**src/rtl/seg7_scan_decoder.sv**
```systemverilog
// Multiplexed 7-segment scan decoder: captures each digit once its select and segment pattern hold steady.
// Optional macro SEG7_SCAN_DP_CAPTURE_EN adds decimal-point capture into dp_out.
`timescale 1ns/1ps
module seg7_scan_decoder #(
  parameter int unsigned STABLE_CYCLES = 4
) (
  input  logic        clk,
  input  logic        rst_n,
  input  logic [3:0]  line,
  input  logic [6:0]  seg,
  input  logic        dp,
  output logic [15:0] hex,
  output logic [3:0]  valid,
  output logic [3:0]  code_err,
  output logic [3:0]  dp_out,
  output logic        frame_done
);

`ifdef SEG7_SCAN_DP_CAPTURE_EN
  localparam int KW = 12;
`else
  localparam int KW = 11;
`endif

  typedef enum logic [1:0] {IDLE, SETTLE, HOLD} state_t;

  logic [KW-1:0] raw;
  logic [KW-1:0] s1_reg;
  logic [KW-1:0] s2_reg;
  logic [KW-1:0] prev_reg;
  logic [3:0]    sync_line;
  logic [6:0]    sync_seg;
  logic [3:0]    sel_low;
  logic          one_hot;
  logic          changed;

  state_t        state_reg;
  state_t        state_next;
  logic [7:0]    cnt_reg;
  logic [7:0]    cnt_next;
  logic [7:0]    cnt_inc;
  logic          capture;

  logic          dec_legal;
  logic [3:0]    dec_val;
  logic [3:0]    hit;
  logic [3:0]    seen_reg;
  logic [3:0]    seen_next;
  logic          frame_complete;

  logic [15:0]   hex_reg;
  logic [3:0]    valid_reg;
  logic [3:0]    code_err_reg;
  logic          frame_done_reg;

`ifdef SEG7_SCAN_DP_CAPTURE_EN
  logic          sync_dp;
  logic [3:0]    dp_reg;
  assign raw     = {line, seg, dp};
  assign sync_dp = s2_reg[0];
  assign dp_out  = dp_reg;
`else
  logic          unused_dp;
  assign raw       = {line, seg};
  assign unused_dp = dp;
  assign dp_out    = 4'b0000;
`endif

  assign sync_line = s2_reg[KW-1 -: 4];
  assign sync_seg  = s2_reg[KW-5 -: 7];

  // Two-flop synchronizer plus a copy of the previous synced word for change detection.
  always_ff @(posedge clk or negedge rst_n) begin
    if (!rst_n) begin
      s1_reg   <= '0;
      s2_reg   <= '0;
      prev_reg <= '0;
    end else begin
      s1_reg   <= raw;
      s2_reg   <= s1_reg;
      prev_reg <= s2_reg;
    end
  end

  assign sel_low = ~sync_line;
  assign one_hot = (sel_low != 4'b0000) && ((sel_low & (sel_low - 4'd1)) == 4'b0000);
  assign changed = (s2_reg != prev_reg);
  assign cnt_inc = cnt_reg + 8'd1;

  function automatic logic [4:0] decode(input logic [6:0] code);
    logic [4:0] r;
    case (code)
      7'h7E:   r = {1'b1, 4'h0};
      7'h30:   r = {1'b1, 4'h1};
      7'h6D:   r = {1'b1, 4'h2};
      7'h79:   r = {1'b1, 4'h3};
      7'h33:   r = {1'b1, 4'h4};
      7'h5B:   r = {1'b1, 4'h5};
      7'h5F:   r = {1'b1, 4'h6};
      7'h70:   r = {1'b1, 4'h7};
      7'h7F:   r = {1'b1, 4'h8};
      7'h7B:   r = {1'b1, 4'h9};
      7'h77:   r = {1'b1, 4'hA};
      7'h1F:   r = {1'b1, 4'hB};
      7'h4E:   r = {1'b1, 4'hC};
      7'h3D:   r = {1'b1, 4'hD};
      7'h4F:   r = {1'b1, 4'hE};
      7'h47:   r = {1'b1, 4'hF};
      default: r = {1'b0, 4'h0};
    endcase
    return r;
  endfunction

  assign {dec_legal, dec_val} = decode(sync_seg);

  always_ff @(posedge clk or negedge rst_n) begin
    if (!rst_n) begin
      state_reg <= IDLE;
      cnt_reg   <= 8'd0;
    end else begin
      state_reg <= state_next;
      cnt_reg   <= cnt_next;
    end
  end

  // Any change restarts the stability window; the capture fires on the edge the count reaches STABLE_CYCLES.
  always_comb begin
    state_next = state_reg;
    cnt_next   = cnt_reg;
    capture    = 1'b0;
    if (changed) begin
      if (one_hot) begin
        state_next = SETTLE;
        cnt_next   = 8'd1;
      end else begin
        state_next = IDLE;
        cnt_next   = 8'd0;
      end
    end else begin
      case (state_reg)
        IDLE: begin
          cnt_next = 8'd0;
        end
        SETTLE: begin
          cnt_next = cnt_inc;
          if (cnt_inc == 8'(STABLE_CYCLES)) begin
            capture    = 1'b1;
            state_next = HOLD;
          end
        end
        HOLD: begin
          state_next = HOLD;
        end
        default: begin
          state_next = IDLE;
          cnt_next   = 8'd0;
        end
      endcase
    end
  end

  genvar gi;
  generate
    for (gi = 0; gi < 4; gi++) begin : g_hit
      assign hit[gi] = capture & sel_low[gi];
    end
  endgenerate

  assign seen_next      = seen_reg | hit;
  assign frame_complete = capture && (seen_next == 4'b1111);

  always_ff @(posedge clk or negedge rst_n) begin
    if (!rst_n) begin
      seen_reg       <= 4'b0000;
      frame_done_reg <= 1'b0;
      hex_reg        <= 16'h0000;
      valid_reg      <= 4'b0000;
      code_err_reg   <= 4'b0000;
    end else begin
      frame_done_reg <= frame_complete;
      if (capture) begin
        seen_reg <= frame_complete ? 4'b0000 : seen_next;
      end
      for (int i = 0; i < 4; i++) begin
        if (hit[i]) begin
          if (dec_legal) begin
            hex_reg[4*i +: 4] <= dec_val;
            valid_reg[i]      <= 1'b1;
            code_err_reg[i]   <= 1'b0;
          end else begin
            valid_reg[i]      <= 1'b0;
            code_err_reg[i]   <= 1'b1;
          end
        end
      end
    end
  end

`ifdef SEG7_SCAN_DP_CAPTURE_EN
  always_ff @(posedge clk or negedge rst_n) begin
    if (!rst_n) begin
      dp_reg <= 4'b0000;
    end else begin
      for (int i = 0; i < 4; i++) begin
        if (hit[i]) begin
          dp_reg[i] <= sync_dp;
        end
      end
    end
  end
`endif

  assign hex        = hex_reg;
  assign valid      = valid_reg;
  assign code_err   = code_err_reg;
  assign frame_done = frame_done_reg;

endmodule
```
**config.mk**
```make
export PLATFORM = sky130hd
export DESIGN_NAME = seg7_scan_decoder
export DESIGN_NICKNAME = d
export VERILOG_FILES = /design/src/rtl/seg7_scan_decoder.sv
export SDC_FILE = /design/constraint.sdc
export NUM_CORES = 1
export LEC_CHECK = 0
export BUFFER_PORTS_ARGS = -buffer_cell sky130_fd_sc_hd__clkbuf_2
export CAP_MARGIN = 40
export CORE_ASPECT_RATIO = 0.9
export CORE_UTILIZATION = 36
export CTS_BUF_LIST = sky130_fd_sc_hd__clkbuf_4 sky130_fd_sc_hd__clkbuf_8
export CTS_CLUSTER_SIZE = 10
export DETAILED_ROUTE_END_ITERATION = 6
export PLACE_DENSITY = 0.61
export SLEW_MARGIN = 20
export SYNTH_ARGS = -nofsm -noshare
export SYNTH_HDL_FRONTEND = slang
export SYNTH_SLANG_ARGS = --single-unit
```
**constraint.sdc**
```tcl
create_clock -name clk -period 4.4 [get_ports clk]
set_input_delay 0.44 -clock clk [delete_from_list [all_inputs] [get_ports clk]]
set_output_delay 0.44 -clock clk [all_outputs]
set_load 0.1 [all_outputs]
```
==> metrics.yaml <==
syn_avg_cell_area_um2: 11.7
crit_type: "flop to flop"
synthMuxAreaShare_pct: 3.34
worstMarginPinSlew_ps: 601
antennaDiodeCount: 0
fill_cells: 849
clkSinkCount: 72
final_common_cell: "dfrtp_1"
synthSimpleGateAreaFrac_pct: 15.9
synth_top_family_by_area: "simple AND/OR/NAND/NOR gates"
start_util_pct: 37.1
vias_per_cell: 4.93
finalClockSkew_ps: 8.11
ios: 43
grt_pass1_vias: 1965
seq_area_um2: 1800
yosysTopAreaCellShare_pct: 56.6
final_area_um2: 3660
worst_ir_drop_vdd_mv: 0.201
fp.dieW_um: 101
arrival_ps: 2640
postCtsHoldBufs: 0
maxSlewHeadroom_pct: 59.6
fin_nets: 325
synth-xor-area-share_pct: 3.86
power_leakage_nw: 1.64
cp-start-kind: "flop"
synthFlopType: "dfrtp_1"
drc: 0
ctsResizeCount: 0
synth_area_leaders: "dfrtp_1 57%, a2bb2oi_1 3.3%, xor2_1 3.3%, o2bb2ai_1 1.9%, nor3_2 1.9%"
dr_total_vias: 2116
crit_path_max_fanout: 15
cts-root-buf: "clkbuf_8"
drv_cap: 0
hold_class: "primary input to asynchronous set/reset pin"
ys_types: 51
hold_viol_final: 0
synth_compound_area_share_pct: 13.5
grt_start_max_net_pins: 46
synth_fa_ha_area_share_pct: 1.57
wl_per_cell_um: 14.0
cp-end-kind: "flop"
numCtsBuffers: 9
drtPass1Iterations: 4
powerDensity_nw_per_um2: 368
final.setup.tns_ps: 0
core_area_um2: 8570
postRouteWirelength_mm: 6.00
async_flop_share_pct: 100
placed_area_um2: 3450
drtAntennaViolNets: 0
die-area_um2: 9220
grt_use_total_pct: 14.2
required_ps: 4620
slew_violations: 0
grt_antenna_before_repair: 0
finalSetupViolations: 0
status: "finished, final reports clean"
finalCritPeriodShare_pct: 55.0
postCtsSetupBuffers: 0
cts_buffer_depth: 2
syn_area_um2: 3180
tritoncts: "yes"
overflow: 0
timing.rr.start: "s2_reg[3]$_DFF_PN0_"
final_cell_mix: "72 x dfrtp_1, 36 x clkbuf_2, 15 x inv_1, 15 x nor2_1"
grt_pass1_wl_mm: 10.1
cts.clk_slew.worst_paths_ps: 70
ys_seq_elements: 72
synth_cells: 272
initialDrtViolationCount: 62
htreeDepth: 3
rsz0062_at_grt: "no"
layout_min_cycle_time_ps: 2420
multi_input_area_um2: 1230
yosysTopAreaCell: "dfrtp_1"
hpwl_mm: 4.03
max_clock_freq_ghz: 0.413
layout-drive-gt1-share_pct: 23.9
synth_edf_count: 0
ys_warn_count: 0
io_buffers: 37
clock_latency_ps: 330
rows: 32
gp_congestion: 0.830
largest_register_ffs: 16
startpoint: "s2_reg[3]$_DFF_PN0_"
synth.yosys.seq_area_share_pct: 56.6
fp.dieH_um: 91.2
syn2layout_area_growth_pct: 15.0
## layer usage
| layer | vias to the layer above | routed length (um) | GRT usage, % |
|---|---|---|---|
| li1 | 1018 | - | - |
| met5 | - | 0 | 0 |
| met2 | 36 | 2700 | 20.6 |
| met4 | 0 | 63 | 4.35 |
| met3 | 10 | 210 | 4.31 |
| met1 | 1052 | 3020 | 20.4 |
## path summary, 6_finish.rpt
kind / to / slack (ps) / cells past startpoint
setup / recovery: code_err[3]$_DFFE_PN0P_ / 1980 / 6
hold / removal: cnt_reg[7]$_DFFE_PN0P_ / 20 / 1
setup reg to reg: code_err[3]$_DFFE_PN0P_ / 1980 / 6
hold reg to reg: s2_reg[2]$_DFF_PN0_ / 350 / 0
max in group asynchronous: s2_reg[5]$_DFF_PN0_ / 3820 / 2
min in group clk: s1_reg[10]$_DFF_PN0_ / 210 / 1
## layout make-up
| type | instances | area share [%] |
|---|---|---|
| well taps | 119 | 4.07 |
| inverters | 15 | 1.54 |
| flip-flops and latches | 72 | 49.2 |
| clock inverters | 4 | 1.92 |
| clock buffers | 10 | 3.76 |
| multi-input cells | 170 | 33.6 |
| repair buffers | 39 | 5.88 |
## critical path: stages (launching register included)
cell	delay, ps
dfrtp_1	550
xor2_1	220
nor4_1	400
and3_2	290
nand3_4	210
nor2_4	290
mux2_2	360
## through the flow
step	utilization [%]	cells	setup WS, ps	total power [mW]	hold WS, ps
2_1_floorplan	-	275	2300	0.775	144
3_3_place_gp	40.0	414	1960	0.801	332
3_5_place_dp	40.3	415	1930	0.805	336
4_1_cts	42.7	429	1920	1.37	25.2
5_1_grt	42.7	429	1820	1.41	30.0
6_report	42.7	429	1980	1.35	22.2
## cells in the mapped netlist (5+ instances only)
master / number
dfrtp_1: 72
nand3_1: 6
nor3_2: 6
inv_1: 15
nor2_1: 15
nor3_1: 9
o2bb2ai_1: 7
nand2b_1: 5
xor2_1: 12
a21o_1: 5
a2bb2oi_1: 12
mux2i_1: 5
buf_4: 6
nand2_1: 11
clkbuf_1: 5
a21oi_1: 10
buf_2: 6
## power by group
group | internal (mW) | switching [mW]
sequential | 0.678 | 0.0229
clock | 0.327 | 0.229
combinational | 0.0296 | 0.0602
total | 1.03 | 0.312
## logic make-up (layout without fill, tap and decap cells)
family,count (synthesis),in the layout
multiplexers,10,10
flip-flops,72,72
buffers and inverters,33,68
other,1,4
XOR/XNOR,14,14
adder cells (fa/ha/maj),4,4
AO/OA/AOI/OAI,57,57
AND/OR/NAND/NOR,81,81
(Power assumes the default switching activity.)
